### src/rtl/tmr_pkg.sv
// Shared types and constants for the 8-bit timer channel counter/control unit.
package tmr_pkg;

   typedef enum logic [2:0] {
      CKS_STOP     = 3'b000,
      CKS_DIV1     = 3'b001,
      CKS_DIV8     = 3'b010,
      CKS_DIV64    = 3'b011,
      CKS_DIV8192  = 3'b100,
      CKS_EXT_RISE = 3'b101,
      CKS_EXT_FALL = 3'b110,
      CKS_EXT_BOTH = 3'b111
   } cks_e;

   typedef enum logic [1:0] {
      CCLR_NONE = 2'b00,
      CCLR_CMA  = 2'b01,
      CCLR_CMB  = 2'b10,
      CCLR_TMRI = 2'b11
   } cclr_e;

   // Encoding order doubles as merge priority when A and B match together.
   typedef enum logic [1:0] {
      OS_NONE = 2'b00,
      OS_CLR  = 2'b01,
      OS_SET  = 2'b10,
      OS_TGL  = 2'b11
   } os_act_e;

   localparam int TAP_DIV1    = 0;
   localparam int TAP_DIV8    = 3;
   localparam int TAP_DIV64   = 6;
   localparam int TAP_DIV8192 = 13;

   localparam int IRQ_OVI  = 0;
   localparam int IRQ_CMIA = 1;
   localparam int IRQ_CMIB = 2;

   function automatic os_act_e os_merge(input os_act_e a, input os_act_e b);
      return (a > b) ? a : b;
   endfunction

endpackage

### src/rtl/tmr_edge_sync.sv
// Two-flop synchronizer for an asynchronous pin, plus single-cycle rise/fall pulses.
module tmr_edge_sync (
   input  logic i_clk_sys,
   input  logic i_rst_n,
   input  logic i_async,
   output logic o_rise,
   output logic o_fall
);

   logic meta, sync, prev;

   always_ff @(posedge i_clk_sys or negedge i_rst_n) begin
      if (!i_rst_n) begin
         meta <= 1'b0;
         sync <= 1'b0;
         prev <= 1'b0;
      end else begin
         meta <= i_async;
         sync <= meta;
         prev <= sync;
      end
   end

   assign o_rise = sync & ~prev;
   assign o_fall = ~sync & prev;

endmodule

### src/rtl/tmr_count_ctrl.sv
// Timer channel counter/control: clock select, TCNT with clear modes, compare/overflow
// events, output-pin actions, ADC trigger and interrupt gating.
module tmr_count_ctrl
   import tmr_pkg::*;
#(
   parameter int CNT_WIDTH = 8,
   parameter int PSC_WIDTH = 13
) (
   input  logic                 i_clk_sys,
   input  logic                 i_rst_n,
   input  logic [2:0]           i_cks,
   input  logic [1:0]           i_cclr,
   input  logic                 i_tmci,
   input  logic                 i_tmri,
   input  logic                 i_tcnt_wren,
   input  logic [CNT_WIDTH-1:0] i_tcnt_wdata,
   input  logic [CNT_WIDTH-1:0] i_tcora,
   input  logic [CNT_WIDTH-1:0] i_tcorb,
   input  logic [3:0]           i_os,
   input  logic                 i_atde,
   input  logic [2:0]           i_flags,
   input  logic [2:0]           i_ie,
   output logic [CNT_WIDTH-1:0] o_tcnt,
   output logic                 o_overflow,
   output logic                 o_cma,
   output logic                 o_cmb,
   output logic                 o_tmo,
   output logic                 o_adc_trig,
   output logic [2:0]           o_irq
);

   logic [PSC_WIDTH-1:0] psc;
   logic [CNT_WIDTH-1:0] tcnt, tcnt_nxt;
   logic                 tmci_rise, tmci_fall, tmri_rise, tmri_fall_unused;
   logic                 tick, eq_a, eq_b, tmri_clr, cmp_clr;
   logic                 match_a, match_b, ovf;
   os_act_e              act;
   logic                 tmo_nxt;
   cclr_e                cclr;

   assign cclr = cclr_e'(i_cclr);

   tmr_edge_sync u_sync_tmci (
      .i_clk_sys (i_clk_sys),
      .i_rst_n   (i_rst_n),
      .i_async   (i_tmci),
      .o_rise    (tmci_rise),
      .o_fall    (tmci_fall)
   );

   tmr_edge_sync u_sync_tmri (
      .i_clk_sys (i_clk_sys),
      .i_rst_n   (i_rst_n),
      .i_async   (i_tmri),
      .o_rise    (tmri_rise),
      .o_fall    (tmri_fall_unused)
   );

   // Prescaler never restarts on a clock-select change, so tick phase is preserved.
   always_ff @(posedge i_clk_sys or negedge i_rst_n) begin
      if (!i_rst_n) psc <= '0;
      else          psc <= psc + 1'b1;
   end

   always_comb begin
      tick = 1'b0;
      case (cks_e'(i_cks))
         CKS_STOP:     tick = 1'b0;
         CKS_DIV1:     tick = 1'b1;
         CKS_DIV8:     tick = &psc[TAP_DIV8-1:0];
         CKS_DIV64:    tick = &psc[TAP_DIV64-1:0];
         CKS_DIV8192:  tick = &psc[TAP_DIV8192-1:0];
         CKS_EXT_RISE: tick = tmci_rise;
         CKS_EXT_FALL: tick = tmci_fall;
         CKS_EXT_BOTH: tick = tmci_rise | tmci_fall;
         default:      tick = 1'b0;
      endcase
   end

   assign eq_a     = (tcnt == i_tcora);
   assign eq_b     = (tcnt == i_tcorb);
   assign tmri_clr = (cclr == CCLR_TMRI) && tmri_rise;
   assign cmp_clr  = tick && (((cclr == CCLR_CMA) && eq_a) || ((cclr == CCLR_CMB) && eq_b));
   assign match_a  = tick & eq_a & ~i_tcnt_wren;
   assign match_b  = tick & eq_b & ~i_tcnt_wren;
   assign ovf      = tick & (&tcnt) & ~i_tcnt_wren & ~tmri_clr & ~cmp_clr;

   always_comb begin
      tcnt_nxt = tcnt;
      if (i_tcnt_wren)             tcnt_nxt = i_tcnt_wdata;
      else if (tmri_clr || cmp_clr) tcnt_nxt = '0;
      else if (tick)               tcnt_nxt = tcnt + 1'b1;
   end

   always_comb begin
      act = os_merge(match_a ? os_act_e'(i_os[1:0]) : OS_NONE,
                     match_b ? os_act_e'(i_os[3:2]) : OS_NONE);
      tmo_nxt = o_tmo;
      case (act)
         OS_CLR:  tmo_nxt = 1'b0;
         OS_SET:  tmo_nxt = 1'b1;
         OS_TGL:  tmo_nxt = ~o_tmo;
         default: tmo_nxt = o_tmo;
      endcase
   end

   always_ff @(posedge i_clk_sys or negedge i_rst_n) begin
      if (!i_rst_n) begin
         tcnt       <= '0;
         o_overflow <= 1'b0;
         o_cma      <= 1'b0;
         o_cmb      <= 1'b0;
         o_adc_trig <= 1'b0;
         o_tmo      <= 1'b0;
      end else begin
         tcnt       <= tcnt_nxt;
         o_overflow <= ovf;
         o_cma      <= match_a;
         o_cmb      <= match_b;
         o_adc_trig <= match_a & i_atde;
         o_tmo      <= tmo_nxt;
      end
   end

   assign o_tcnt = tcnt;

   assign o_irq[IRQ_OVI]  = i_flags[IRQ_OVI]  & i_ie[IRQ_OVI];
   assign o_irq[IRQ_CMIA] = i_flags[IRQ_CMIA] & i_ie[IRQ_CMIA];
   assign o_irq[IRQ_CMIB] = i_flags[IRQ_CMIB] & i_ie[IRQ_CMIB];

endmodule

### config.mk
export PLATFORM = sky130hd
export DESIGN_NAME = tmr_count_ctrl
export DESIGN_NICKNAME = d
export VERILOG_FILES = /design/src/rtl/tmr_pkg.sv /design/src/rtl/tmr_edge_sync.sv /design/src/rtl/tmr_count_ctrl.sv
export SDC_FILE = /design/constraint.sdc
export NUM_CORES = 1
export LEC_CHECK = 0
export CAP_MARGIN = 25
export CORE_ASPECT_RATIO = 1.5
export CORE_MARGIN = 2
export CORE_UTILIZATION = 46
export CTS_CLUSTER_DIAMETER = 150
export DETAILED_ROUTE_END_ITERATION = 8
export PLACE_DENSITY = 0.84
export SYNTH_ARGS = -nofsm -noshare
export SYNTH_HDL_FRONTEND = slang
export SYNTH_SLANG_ARGS = --single-unit
### constraint.sdc
create_clock -name i_clk_sys -period 8 [get_ports i_clk_sys]
set_input_delay 1.2 -clock i_clk_sys [delete_from_list [all_inputs] [get_ports i_clk_sys]]
set_output_delay 1.2 -clock i_clk_sys [all_outputs]
set_load 0.02 [all_outputs]
**After elaboration in Yosys (flattened, before gate mapping)**

Index checks and enable logic that the tools add are counted.

- Bits in registers: 32
- Input bits: 45
- Output and inout bits: 16
- Logic and storage cells: 75

- $add $sub $neg: 2
- $lt $le $gt $ge: 1
- Eq/ne operators: 15
- Mux-type cells: 8
- Bitwise gates (word level): 23
- Reductions and logical operators: 13

Operators by type and width:

| kind | number |
|---|---|
| 8-bit 2-to-1 mux | 3 |
| 8-bit == test | 2 |
| 1-bit bitwise AND | 15 |
| 13-bit by 1-bit adder with 13-bit output (second input constant) | 1 |
| 13-bit AND reduction | 1 |
| 3-bit == test (second input constant) | 4 |
| 8-bit by 1-bit adder with 8-bit output (second input constant) | 1 |
| 2-bit == test (second input constant) | 4 |
| 1-bit one-hot mux with 8 select lines | 1 |
| 8-bit AND reduction | 1 |
| 1-bit inverter | 7 |
| 3-bit by 2-bit == test with 1-bit output (second input constant) | 2 |
| 2-bit 2-to-1 mux | 3 |
| 6-bit AND reduction | 1 |
| 3-bit nonzero test | 2 |
| 2-bit by 1-bit == test with 1-bit output (second input constant) | 2 |
| 1-bit logical AND | 4 |
| 3-bit by 1-bit == test with 1-bit output (second input constant) | 1 |
| 3-bit zero test | 1 |
| 1-bit one-hot mux with 3 select lines | 1 |
| 3-bit AND reduction | 1 |
| 2-bit > comparator | 1 |
| 1-bit logical OR | 2 |
| 1-bit OR | 1 |

**Depth between registers and ports, before layout**

Gate-level depths: netlist of the first run.

- Depth after elaboration: 11
- Gate-level depth with buffers: 15
- Mapped depth without buffers: 15

**Cells and area by module**

From an unflattened synthesis of the first run, not the netlist that was laid out.

- Cell total of the unflattened synthesis: 178
- Area total of the unflattened synthesis: 1894.3 sq um

Modules (own cells, without submodules):

| module | times used | cells each | area each (sq um) | sequential area each (sq um) |
|---|---|---|---|---|
| tmr_count_ctrl | 1 | 168 | 1714.1 | 650.6 |
| tmr_edge_sync | 2 | 5 | 90.1 | 75.1 |

**Worst setup path before layout of the first run**

OpenSTA, ideal clock, no wires.

- Kind: input to register
- Start: in i_cks[1]
- End: reg o_tmo
- Setup time: 135 ps
- Data arrival time: 3497 ps
- Required time: 7865 ps
- Slack: 4369 ps
- Stages on the path: 12
- Path buffers: 0
- Cells stage by stage: nor2b_1 > o31a_1 > a41o_1 > a21oi_1 > nor3_2 > and2_1 > ha_1 > a21oi_1 > a21oi_1 > or4b_1 > o21ai_0 > o22ai_1

- Word-level cells in the longest chain between the ends: 9
- Elaborated cells on any way between the ends: 22
- Those cells by class: 1 x order compare; 10 x eq/ne; 5 x mux; 4 x bitwise; 2 x reduce/logical

RTL lines:

| element | line | RTL |
|---|---|---|
| from (decl) | tmr_count_ctrl.sv:11 | `input logic [2:0] i_cks,` |
| 3-bit == test (tied with other cells) | tmr_count_ctrl.sv:67 | `case (cks_e'(i_cks))` |
| 1-bit one-hot mux with 8 select lines (*) | tmr_count_ctrl.sv:67 |  |
| 1-bit bitwise AND (*) (2 in series) | tmr_count_ctrl.sv:84 | `assign match_a = tick & eq_a & ~i_tcnt_wren;` |
| via match_a | tmr_count_ctrl.sv:36 | `logic match_a, match_b, ovf;` |
| 2-bit 2-to-1 mux (*) | tmr_count_ctrl.sv:96 | `act = os_merge(match_a ? os_act_e'(i_os[1:0]) : OS_NONE,` |
| 2-bit > comparator | tmr_pkg.sv:40 | `return (a > b) ? a : b;` |
| 2-bit 2-to-1 mux (*) | tmr_pkg.sv:40 |  |
| 2-bit == test or 2-bit by 1-bit == test with 1-bit output (tied branches) | tmr_count_ctrl.sv:99 | `case (act)` |
| 1-bit one-hot mux with 3 select lines or 3-bit nonzero test (tied branches) | - |  |
| to (signal assigned) | tmr_count_ctrl.sv:121 | `o_tmo <= tmo_nxt;` |
| to (decl) | tmr_count_ctrl.sv:27 | `output logic o_tmo,` |

The timed path passes the listed nets; every way through them passes the cells marked *.
A chain may end at the register's enable or synchronous reset.

**Final worst setup path of the first run**

Ends and elaborated chain as after synthesis.

==> impl_metrics.yaml, run 1 <==
timing:
  setup_viol: 0
  fin_hold_ws_ps: 346.7
  fin_crit_sh_pct: 52.75
  hold_viol: 0
  fin_crit_ps: 4220
  skew_ps: 6.287
  relSlewSlack_pct: 54.12
  fmax_mhz: 237.0
  slew_viol_final: 0
  setup_tns_ps: 0
  worstMarginPinSlew_ps: 686.6
  grt_setup_unrepaired: "false"
clock_network:
  path_clk_slew_ps: 60
  clk_path_buf_depth: 2
  cts_tree: "built"
  insertion_delay_ps: 280
  cts_inserted_buffers: 5
  cts_setup_buffers: 0
  root_buffer: "clkbuf_8"
  cts.sinks: 32
  htree_num_levels: 2
  postCtsResizedCells: 0
  holdBufCountCts: 0
setup_path:
  critPathRequiredTime_ps: 8140
  path_class: "primary input to flip-flop"
  arrival_ps: 4360
  r2r-start: "u_sync_tmci.sync"
  r2r_end: "o_tmo"
  r2r_setup_slack_ps: 4670
  start_kind: "primary input"
  path_max_fanout: 5
  endpoint_kind: "flip-flop"
  reg2regPathDepth: 13
floorplanning:
  rows: 28
  die_h_um: 81.97
  io_pins: 61
  core_area_sq_um: 3924
  die-area_sq_um: 4589
  initial_core_util_pct: 47.51
  die_w_um: 55.98
global_route:
  grt_start_max_net_pins: 33
  grt_pass1_wl_um: 7086
  overflow: 0
  grt_pass1_vias: 1652
  antenna_found_initial: 0
  grt.total_usage_pct: 19.81
yosys:
  netlist_area_sq_um: 1864
  synth_compound_area_share_pct: 14.36
  ys_types: 43
  syn_avg_cell_area_sq_um: 10.42
  syn-num-nets: 232
  ys_ff_latch: 32
  yosys_warnings: 0
  synthMuxAreaShare_pct: 0.5369
  synth_top_family_by_area: "simple AND/OR/NAND/NOR gates"
  synthTopCellsByArea: "dfrtp_1 43%, xor2_1 8.5%, ha_1 5.4%"
  yosysSeqAreaShare_pct: 42.95
  synth_fa_ha_area_share_pct: 5.369
  yosys.area.top_type: "dfrtp_1"
  synth_top_area_share_pct: 42.95
  synth_simple_gate_area_share_pct: 19.26
  syn_inst: 179
  synth-xor-area-share_pct: 12.21
placed_design:
  hpwlAfterDp_um: 3315
  placed_area_sq_um: 2467
  port-buffer-count: 60
  place_congestion: 0.7847
layout:
  layout_common_cells: "60 x clkdlybuf4s50_1, 32 x dfrtp_1, 18 x xor2_1"
  final_util_pct: 65.18
  final_area_sq_um: 2557
  fill_cells: 326
  nets: 294
  syn_to_final_growth_pct: 37.18
  layout_commonest_cell: "clkdlybuf4s50_1"
  drive_gt1_share_pct: 8.264
  antenna_cells: 0
power:
  power_density_nw_per_um2: 162.2
  vdd_ir_drop_max_mv: 0.1803
  leakage_nw: 1.120
  design_power_total_mw: 0.4147
hold_path:
  min_to: "u_sync_tmci.sync"
  hold_depth: 0
  hp-class: "flip-flop to flip-flop"
  hp-start: "u_sync_tmci.meta"
flow_run:
  maxCapViolCount: 0
detailed_routing:
  routed-via-count: 1570
  wl_per_cell_um: 14.66
  dr.pass1.iters: 4
  postRouteAntennaNets: 0
  wl_um: 4206
  drc: 0
  viasPerCell: 5.470
  drt-initial-drc-count: 25
status:
  status: "completed"
[layout make-up]
class	count	area [sq um]	area share (%)
Sequential cell	32	800.8	31.31
Timing Repair Buffer	61	608.1	23.78
Tap cell	45	56.30	2.202
Multi-Input combinational cell	131	964.7	37.72
Clock buffer	8	90.09	3.523
Inverter	10	37.54	1.468
[worst max-delay path, stage by stage]
cell	delay (ps)
clkdlybuf4s50_1	540
and2b_1	200
o31a_1	230
a41o_1	220
a21oi_1	360
nor3_2	140
and2_1	190
ha_1	300
a21oi_1	130
a21oi_1	80
or4b_1	520
o21ai_0	170
o22ai_1	90
[logic make-up (layout without fill, tap and decap cells)]
family	count (synthesis)	after routing
AOI/OAI and AO/OA	34	34
and+or+nand+nor	62	62
DFF	32	32
adders and majority gates	8	8
buffers and inverters	16	79
muxes	1	1
xor gates and xnor gates	26	26
[stage by stage]
stage                     setup slack, ps  cells
after floorplan                      4369    179
after global placement               3646    279
after detailed placement             3535    279
after CTS                            3785    287
after global routing                 3591    287
final                                3780    287
[Yosys cell counts (all sizes together)]
| cell | count |
|---|---|
| o21ai | 11 |
| a21oi | 5 |
| buf | 3 |
| or2b | 3 |
| a41o | 2 |
| o31ai | 2 |
| o22ai | 1 |
| nand2b | 1 |
| a22o | 5 |
| nor4b | 1 |
| o31a | 1 |
| inv | 10 |
| nand2 | 15 |
| nor4 | 6 |
| and3 | 7 |
| xnor2 | 8 |
| or4b | 1 |
| xor2 | 18 |
| dlygate4sd1 | 1 |
| a2bb2oi | 2 |
| nand3 | 7 |
| and4 | 1 |
| dfrtp | 32 |
| ha | 8 |
| o311ai | 1 |
| a221o | 1 |
| a41oi | 1 |
| nor3 | 2 |
| nor2 | 5 |
| o221ai | 1 |
| and2 | 7 |
| mux2i | 1 |
| o2bb2a | 1 |
| and2b | 1 |
| nand4 | 3 |
| nor2b | 2 |
| clkbuf | 2 |
[where the power goes]
| group | switching [mW] | internal (mW) |
|---|---|---|
| Combinational | 0.0439 | 0.0565 |
| Clock | 0.0549 | 0.0700 |
| Sequential | 0.0186 | 0.171 |
[registers in the layout, summed over array words and instances, names as in the netlist]
| register | flops |
|---|---|
| u_sync_tmci.prev | 1 |
| o_overflow | 1 |
| o_tcnt | 8 |
| u_sync_tmci.sync | 1 |
| u_sync_tmri.meta | 1 |
| u_sync_tmri.sync | 1 |
| psc | 13 |
| u_sync_tmci.meta | 1 |
| u_sync_tmri.prev | 1 |
| o_tmo | 1 |
| o_cmb | 1 |
| o_adc_trig | 1 |
| o_cma | 1 |
[routing by layer]
layer / track usage, % / routed length, um / up-vias / part of all wire, %
met3: 3.465 / 175 / 10 / 4.2
met1: 20.00 / 1522 / 755 / 36
met5: 0 / 0 / - / 0
met4: 10.71 / 105 / 0 / 2.5
li1: - / - / 753 / -
met2: 38.24 / 2402 / 52 / 57
[how the worst max path moves through the flow]
stage	start	endpoint	slack (ps)	cells after the start
floorplan	i_cks[1]	o_tmo	4370	12
global placement	i_cks[1]	o_tmo	3650	13
detailed placement	i_cks[1]	o_tmo	3530	13
CTS	i_cks[1]	o_tmo	3780	13
global route	i_cks[1]	o_tmo	3590	13
finish	i_cks[1]	o_tmo	3780	13
Note: power is estimated with default switching activity, not from simulation.
==> run 2, diff against run 1 <==
clock period = 4.41 ns   (was 8 ns; I/O delays follow)
==> run 2 against run 1 <==
Compared with the run above:
- power increased by 77%
- core utilization decreased by 0.13 points
- critical endpoint unchanged
- register-to-register slack got worse by 3400 ps
- largest power group unchanged
- first-iteration DRC count decreased by 28%
- combinational power increased by 82%
- non-clock buffer count increased by 1
- highest routed layer unchanged
==> impl_metrics.yaml, run 2 (synthesis gave the netlist of run 1 again) <==
status:
  status: "completed"
flow_run:
  maxCapViolCount: 0
timing:
  grt_setup_unrepaired: "false"
  skew_ps: 3.196
  relSlewSlack_pct: 55.44
  fmax_mhz: 291.1
  worstMarginPinSlew_ps: 666.9
  hold_viol: 0
  setup_tns_ps: 0
  slew_viol_final: 0
  fin_crit_ps: 3435
  fin_hold_ws_ps: 348.6
  fin_crit_sh_pct: 77.90
  setup_viol: 0
setup_path:
  start_kind: "primary input"
  slowest_delay_ps: 530
  path_class: "primary input to flip-flop"
  endpoint_kind: "flip-flop"
  cp_common_cell: "a21oi_1"
  cp_top_family: "compound AO/OA/AOI/OAI gates"
  critPathSlowestCell: "clkdlybuf4s50_1"
  worstPathCellList: "clkdlybuf4s50_1 -> and2b_1 -> o31a_1 -> a41o_1 -> a21oi_1 -> buf_4 -> nor3_2 -> and2_1 -> ha_1 -> a21oi_1 -> a21oi_1 -> or4b_1 -> o21ai_0 -> o22ai_1"
  arrival_ps: 3590
  path_max_fanout: 5
  critical_path_buf_inv_count: 2
  critPathRequiredTime_ps: 4570
layout:
  layout_commonest_cell: "clkdlybuf4s50_1"
  drive_gt1_share_pct: 8.678
  nets: 295
  antenna_cells: 0
  syn_to_final_growth_pct: 36.91
  largest_reg_flops: 13
  layout_common_cells: "60 x clkdlybuf4s50_1, 32 x dfrtp_1, 18 x xor2_1"
  largest_register: "psc"
  fill_cells: 312
detailed_routing:
  wl_per_cell_um: 13.79
  viasPerCell: 5.460
  drc: 0
  wl_um: 3957
  drt-initial-drc-count: 18
  routed-via-count: 1567
  postRouteAntennaNets: 0
  dr.pass1.iters: 4
power:
  seq_power_share_pct: 46.8
  p_int_mw: 0.5199
  vdd_ir_drop_max_mv: 0.2759
  pwr-share-comb_pct: 24.9
  leakage_nw: 1.120
  p_sw_mw: 0.2128
  clockPowerShare_pct: 28.3
  netSwitchingFraction_pct: 29.04
  power_density_nw_per_um2: 287.1
clock_network:
  holdBufCountCts: 0
  path_clk_slew_ps: 60
  cts_tree: "built"
  htree_num_levels: 2
  cts_inserted_buffers: 5
  cts_setup_buffers: 0
  root_buffer: "clkbuf_8"
  clk_path_buf_depth: 2
  insertion_delay_ps: 280
  postCtsResizedCells: 0
  cts.sinks: 32
global_route:
  grt.total_usage_pct: 18.72
  grt_pass1_vias: 1546
  antenna_found_initial: 0
  grt_start_max_net_pins: 33
  overflow: 0
  grt_pass1_wl_um: 6713
hold_path:
  hp-class: "flip-flop to flip-flop"
placed_design:
  place_congestion: 0.8122
  hpwlAfterDp_um: 3196
  port-buffer-count: 60
floorplanning:
  core_area_sq_um: 3924
  initial_core_util_pct: 47.51
  rows: 28
  die_h_um: 81.97
  die_w_um: 55.98
  io_pins: 61
  die-area_sq_um: 4589
-- run 2: changes by cell type in the layout (fill, tap and decap cells not counted) --
| cell | change |
|---|---|
| buf_4 | +1 |
| clkbuf_1 | -1 |
| clkbuf_8 | -1 |
| clkinv_2 | +1 |
-- run 2: path summary, 6_finish.rpt --
kind	startpoint	end	slack [ps]	cells after the start
worst min-delay path	u_sync_tmri.meta	u_sync_tmri.sync	350	0
worst max-delay path	i_cks[1]	o_tmo	970	14
worst max register to register	u_sync_tmci.sync	o_tmo	1290	14
worst min register to register	u_sync_tmri.meta	u_sync_tmri.sync	350	0
min in group asynchronous	i_rst_n	o_overflow	770	2
max in group asynchronous	i_rst_n	o_tcnt[1]	3350	2
-- run 2: worst register-to-register path, delay by kind of cell (launching register included) --
kind / cells / cell delay (ps)
flops: 1 / 400
fa+ha+maj: 2 / 580
compound gates: 7 / 760
simple gates: 4 / 1090
buf+inv: 1 / 150
-- run 2: power by group through the flow --
| stage | clock (mW) | sequential (mW) | combinational, mW |
|---|---|---|---|
| after global placement | 0 | 0.348 | 0.180 |
| final | 0.207 | 0.343 | 0.182 |
| after CTS | 0.214 | 0.343 | 0.184 |
| after global routing | 0.228 | 0.346 | 0.197 |
| after detailed placement | 0 | 0.348 | 0.184 |
| after floorplan | 0 | 0.351 | 0.0910 |
-- run 2: area by class of cell --
type / instances / area, sq um / share of cell area [%]
Tap cell: 45 / 56.30 / 2.206
Multi-Input combinational cell: 131 / 964.7 / 37.79
Timing Repair Buffer: 62 / 615.6 / 24.12
Inverter: 10 / 37.54 / 1.471
Clock inverter: 1 / 5.005 / 0.1961
Clock buffer: 6 / 72.57 / 2.843
Sequential cell: 32 / 800.8 / 31.37
-- run 2: through the flow --
step	utilization, %	worst slack (ps)	area (sq um)	power (mW)	std cells
6_report	65.05	974.6	2552	0.7327	287
5_1_grt	65.05	729.5	2552	0.7717	287
4_1_cts	65.05	965.9	2552	0.7412	287
3_5_place_dp	63.07	659.2	2475	0.5316	280
3_3_place_gp	63.07	752.5	2475	0.5275	280
2_1_floorplan	-	1317	1864	0.4417	179
-- run 2: metal layers --
layer	track usage, %	routed length [um]
met4	9.048	100
met1	19.36	1427
met5	0	0
met2	35.29	2212
met3	4.409	216
